==> config.mk <==
export PLATFORM = sky130hd
export DESIGN_NAME = apb_mem_slave
export DESIGN_NICKNAME = d
export VERILOG_FILES = /design/src/rtl/apb_mem_slave.sv
export SDC_FILE = /design/constraint.sdc
export NUM_CORES = 1
export LEC_CHECK = 0
export BUFFER_PORTS_ARGS = -buffer_cell sky130_fd_sc_hd__buf_2
export CORE_UTILIZATION = 45
export CTS_CLUSTER_DIAMETER = 150
export DETAILED_ROUTE_END_ITERATION = 7
export PLACE_DENSITY = 0.79
export SETUP_SLACK_MARGIN = 0.1
export SYNTH_ARGS = -nofsm -noshare
export SYNTH_HDL_FRONTEND = slang
export SYNTH_SLANG_ARGS = --single-unit
export TNS_END_PERCENT = 20
==> constraint.sdc <==
create_clock -name clk -period 1.6 [get_ports clk]
set_clock_uncertainty 0.15 [all_clocks]
set_input_delay 0.16 -clock clk [delete_from_list [all_inputs] [get_ports clk]]
set_output_delay 0.16 -clock clk [all_outputs]
set_load 0.01 [all_outputs]
==> src/rtl/apb_mem_slave.sv <==
// apb_mem_slave: APB completer that maps one psel line onto the single-port
// memory bus. Adds programmable wait states, optional mready stalling, and
// pslverr for addresses at or beyond DEPTH.
//
// state  | meaning
// -------+-----------------------------------------------------------
// IDLE   | waiting for a setup phase on psel[ID]
// SETUP  | setup-phase cycle; address/data/direction captured here
// ACCESS | strobe issued on the first cycle; waiting for completion
// DONE   | single cycle with pready=1
module apb_mem_slave #(
    parameter int DATA_W      = 8,
    parameter int ADDR_W      = 8,
    parameter int DEPTH       = 256,
    parameter int NSEL        = 4,
    parameter int ID          = 1,
    parameter int WAIT_CYCLES = 0
) (
    input  logic              clk,
    input  logic              reset,
    input  logic [NSEL-1:0]   psel,
    input  logic              penable,
    input  logic              pwrite,
    input  logic [ADDR_W-1:0] paddr,
    input  logic [DATA_W-1:0] pwdata,
    output logic [DATA_W-1:0] prdata,
    output logic              pready,
    output logic              pslverr,
    input  logic              use_sub_ready,
    output logic              mce,
    output logic              mrden,
    output logic              mwren,
    output logic [ADDR_W-1:0] maddr,
    output logic [DATA_W-1:0] mwdata,
    input  logic [DATA_W-1:0] mrdata,
    input  logic              mready
);

    localparam int CNT_W = (WAIT_CYCLES > 0) ? $clog2(WAIT_CYCLES + 1) : 1;
    localparam logic [CNT_W-1:0]  WAIT_L  = CNT_W'(WAIT_CYCLES);
    // One extra bit so DEPTH == 2^ADDR_W is representable and never flags an error.
    localparam logic [ADDR_W:0]   DEPTH_L = (ADDR_W + 1)'(DEPTH);

    typedef enum logic [1:0] {IDLE, SETUP, ACCESS, DONE} state_t;

    state_t            state_q, state_d;
    logic [CNT_W-1:0]  cnt_q;
    logic              first_q;
    logic              write_q;
    logic              err_q;
    logic [DATA_W-1:0] prdata_q;
    logic              pready_q, pslverr_q;
    logic              mce_q, mrden_q, mwren_q;
    logic [ADDR_W-1:0] maddr_q;
    logic [DATA_W-1:0] mwdata_q;

    logic sel;
    logic addr_err;
    logic complete;

    assign sel      = psel[ID];
    assign addr_err = ({1'b0, paddr} >= DEPTH_L);
    // Error transfers never touch the sub-module, so its ready is not consulted.
    assign complete = (cnt_q == '0) && !first_q && (err_q || !use_sub_ready || mready);

    // State register
    always_ff @(posedge clk or posedge reset) begin
        if (reset) state_q <= IDLE;
        else       state_q <= state_d;
    end

    // Next-state decode; a falling select aborts ACCESS without completion
    always_comb begin
        state_d = state_q;
        case (state_q)
            IDLE:    if (sel && !penable) state_d = SETUP;
            SETUP: begin
                if (!sel)         state_d = IDLE;
                else if (penable) state_d = ACCESS;
            end
            ACCESS: begin
                if (!sel)          state_d = IDLE;
                else if (complete) state_d = DONE;
            end
            DONE:    state_d = (sel && !penable) ? SETUP : IDLE;
            default: state_d = IDLE;
        endcase
    end

    // Registered outputs, transfer capture and wait counter
    always_ff @(posedge clk or posedge reset) begin
        if (reset) begin
            cnt_q     <= '0;
            first_q   <= 1'b0;
            write_q   <= 1'b0;
            err_q     <= 1'b0;
            prdata_q  <= '0;
            pready_q  <= 1'b0;
            pslverr_q <= 1'b0;
            mce_q     <= 1'b0;
            mrden_q   <= 1'b0;
            mwren_q   <= 1'b0;
            maddr_q   <= '0;
            mwdata_q  <= '0;
        end else begin
            pready_q  <= 1'b0;
            pslverr_q <= 1'b0;
            mce_q     <= 1'b0;
            mrden_q   <= 1'b0;
            mwren_q   <= 1'b0;

            if (state_q == SETUP) begin
                maddr_q  <= paddr;
                mwdata_q <= pwdata;
                write_q  <= pwrite;
                err_q    <= addr_err;
            end

            if (state_q == SETUP && state_d == ACCESS) begin
                first_q <= 1'b1;
                cnt_q   <= WAIT_L;
                if (!addr_err) begin
                    mce_q   <= 1'b1;
                    mwren_q <= pwrite;
                    mrden_q <= !pwrite;
                end
            end

            // The first ACCESS cycle only arms the counter; it counts from the second.
            if (state_q == ACCESS) begin
                if (first_q)             first_q <= 1'b0;
                else if (cnt_q != '0)    cnt_q   <= cnt_q - CNT_W'(1);
            end

            if (state_q == ACCESS && state_d == DONE) begin
                pready_q  <= 1'b1;
                pslverr_q <= err_q;
                if (!err_q && !write_q) prdata_q <= mrdata;
            end
        end
    end

    assign prdata  = prdata_q;
    assign pready  = pready_q;
    assign pslverr = pslverr_q;
    assign mce     = mce_q;
    assign mrden   = mrden_q;
    assign mwren   = mwren_q;
    assign maddr   = maddr_q;
    assign mwdata  = mwdata_q;

endmodule

==> results.cfg <==
[power]
p_per_area_mw_per_mm2 = 954.0
vdd_drop_max_uv = 833.3
p_leak_nw = 1.006

[flow_run]
cap_violations = 0

[critical_path]
worstSetupStartpointType = flop
endpoint_kind = flop
cp-startpoint = state_q[0]
crit_path_top_delay_cell = dfrtp_1
r2r_setup_slack_ps = 150
crit_arrival_ps = 1520
cp.required_ps = 1670
cp-endpoint = prdata[1]
setup.worst_path.class = reg2reg
cp_cell_sequence = and2b_4, nand4_4, mux2_2
critPathMaxStageDelay_ps = 390
reg2reg_from = state_q[0]
crit_fanout = 8
r2r_end = prdata[1]
rr_worst_depth = 3

[synthesis]
synthTopCellsByArea = dfrtp_1, mux2_2, buf_6
syn-num-nets = 117
netlist-cell-type-count = 22
syn_area_per_cell_um2 = 15.60
ys_ff_latch = 33
yosysMostFrequentCell = dfrtp_1
synth_top_area_share_pct = 63.77
synth_top_area_cell = dfrtp_1
ys.flop_type = dfrtp_1
ys_seq_area_share_pct = 63.77
synthesis.area_mm2 = 0.001295
async_flop_share_pct = 100.0
synth_edf_count = 0
synth_common_cells = dfrtp_1, mux2_2, inv_1
netlist_instances = 83
yosys_warnings = 0

[global_routing]
grt_pass1_wl_um = 4471
antenna_found_initial = 0
overflow = 0
groute.usage.overall_pct = 19.85
grt_max_degree = 34
grt_pass1_vias = 1010

[clock_tree]
cts_setup_buffers = 0
clk_pin_slew_ps = 90
cts_sinks = 33
clockRootBuffer = clkbuf_4
clk_latency_ps = 340
cts_inserted_buffers = 5
cts_max_level = 2
cts_tree = yes
clock_path_buffers = 2

[sta]
setup_tns_ps = 0
setup_viol = 0
slew_viol_final = 0
hold_viol_final = 0
max_freq_ghz = 0.6881
rsz0062_at_grt = false
period_share_pct = 90.83
finalCriticalPeriod_ps = 1453

[finish]
drive_gt1_share_pct = 55.37
multi_input_area_um2 = 427.9
layout.nets = 210
nFillCells = 181
antenna_cells = 0
final_core_util_pct = 71.40
regArea_um2 = 825.8
syn_to_final_growth_pct = 50.72

[route]
drt_iter0_markers = 27
num_vias = 967
routed_wl_um = 2832
dr_wl_met2_um = 1480
firstDrtPassIters = 4
antenna_left = 0
wl_met1_um = 1091
drc = 0
maxUsedRoutingLayer = met4
wire_per_inst_um = 13.62
routed_via_density = 4.649
met3_wirelength_um = 160

[floorplan]
die-area_mm2 = 0.003096
fp.dieW_um = 55.65
rows = 19
core_area_mm2 = 0.002734
start_util_pct = 47.37
fp.dieH_um = 55.65
pin_count = 63

[placed_design]
gp_congestion = 0.7588
io_buffers = 58
hpwl_um = 1766

[run_status]
status = finished clean

[worst_hold_path]
hp-class = in2reg
-- worst max-delay path, delay by kind of cell (launching register included) --
family,cells,cell delay [ps]
simple gates,2,470
flops,1,390
mux,1,320
-- sequential cells by signal, summed over array words and instances (netlist names) --
| register | count |
|---|---|
| cnt_q | 1 |
| mwdata | 8 |
| mrden | 1 |
| maddr | 8 |
| state_q | 2 |
| prdata | 8 |
| pready | 1 |
| write_q | 1 |
| mwren | 1 |
| first_q | 1 |
| mce | 1 |
-- what timing repair did --
item / 4_1_cts / 5_1_grt
hold endpoints to repair: 62 / 0
resized for setup: 0 / 1
endpoints found under the setup margin: 0 / 1
hold buffers: 28 / 0
-- through the flow --
step                total power, mW  hold WS, ps  cells  area (um2)  setup slack, ps
finish                        1.862        160.2    208        1952            146.8
global route                  1.975        147.5    208        1952            101.7
CTS                           1.877        135.8    208        1948            140.9
detailed placement            1.390        116.3    172        1617            158.7
global placement              1.369        102.3    172        1617            201.4
floorplan                     1.223        75.64     83        1295            234.6
-- worst min path at each step --
stage                       start   endpoint  slack [ps]  cells after the start
CTS                 use_sub_ready     pready         140                      3
detailed placement          reset   maddr[7]         120                      3
floorplan                  pwrite      mrden          80                      1
global placement            reset  prdata[0]         100                      3
global route        use_sub_ready     pready         150                      3
finish              use_sub_ready     pready         160                      3
-- layout make-up --
class                   instances  area share, %
flip-flops and latches         33          42.31
repair buffers                 89          30.58
multi-input cells              44          21.92
clock buffers                   6          2.115
well taps                      31          1.987
inverters                       3         0.5769
clock inverters                 2         0.5128
-- where the power goes --
group / total, mW / leakage [nW] / internal [mW] / switching [mW]
registers: 1.00 / 0.416 / 0.948 / 0.0570
logic: 0.422 / 0.558 / 0.240 / 0.182
clock network: 0.435 / 0.0320 / 0.167 / 0.268
-- placed cells by master, fill, tap and decap left out, types with 2 or more instances in the layout --
cell type | Yosys | layout
buf_2 | 0 | 58
dfrtp_1 | 33 | 33
dlygate4sd3_1 | 0 | 28
mux2_2 | 25 | 25
clkbuf_4 | 0 | 5
inv_1 | 3 | 3
nor2b_1 | 2 | 2
o21ai_0 | 2 | 2
clkinv_2 | 0 | 2
buf_4 | 1 | 2
-- cells by family after synthesis --
| kind of cell | synth area share (%) |
|---|---|
| muxes | 21.74 |
| AOI/OAI and AO/OA | 1.739 |
| other | 0.2896 |
| and+or+nand+nor | 9.277 |
| DFF | 63.77 |
| buffers and inverters | 3.188 |
-- layer usage --
| layer | vias to the layer above | track usage (%) |
|---|---|---|
| met5 | - | 0 |
| met4 | 0 | 11.07 |
| met3 | 10 | 7.442 |
| met2 | 38 | 33.05 |
| met1 | 451 | 21.82 |
| li1 | 468 | - |
(Power assumes the default switching activity.)
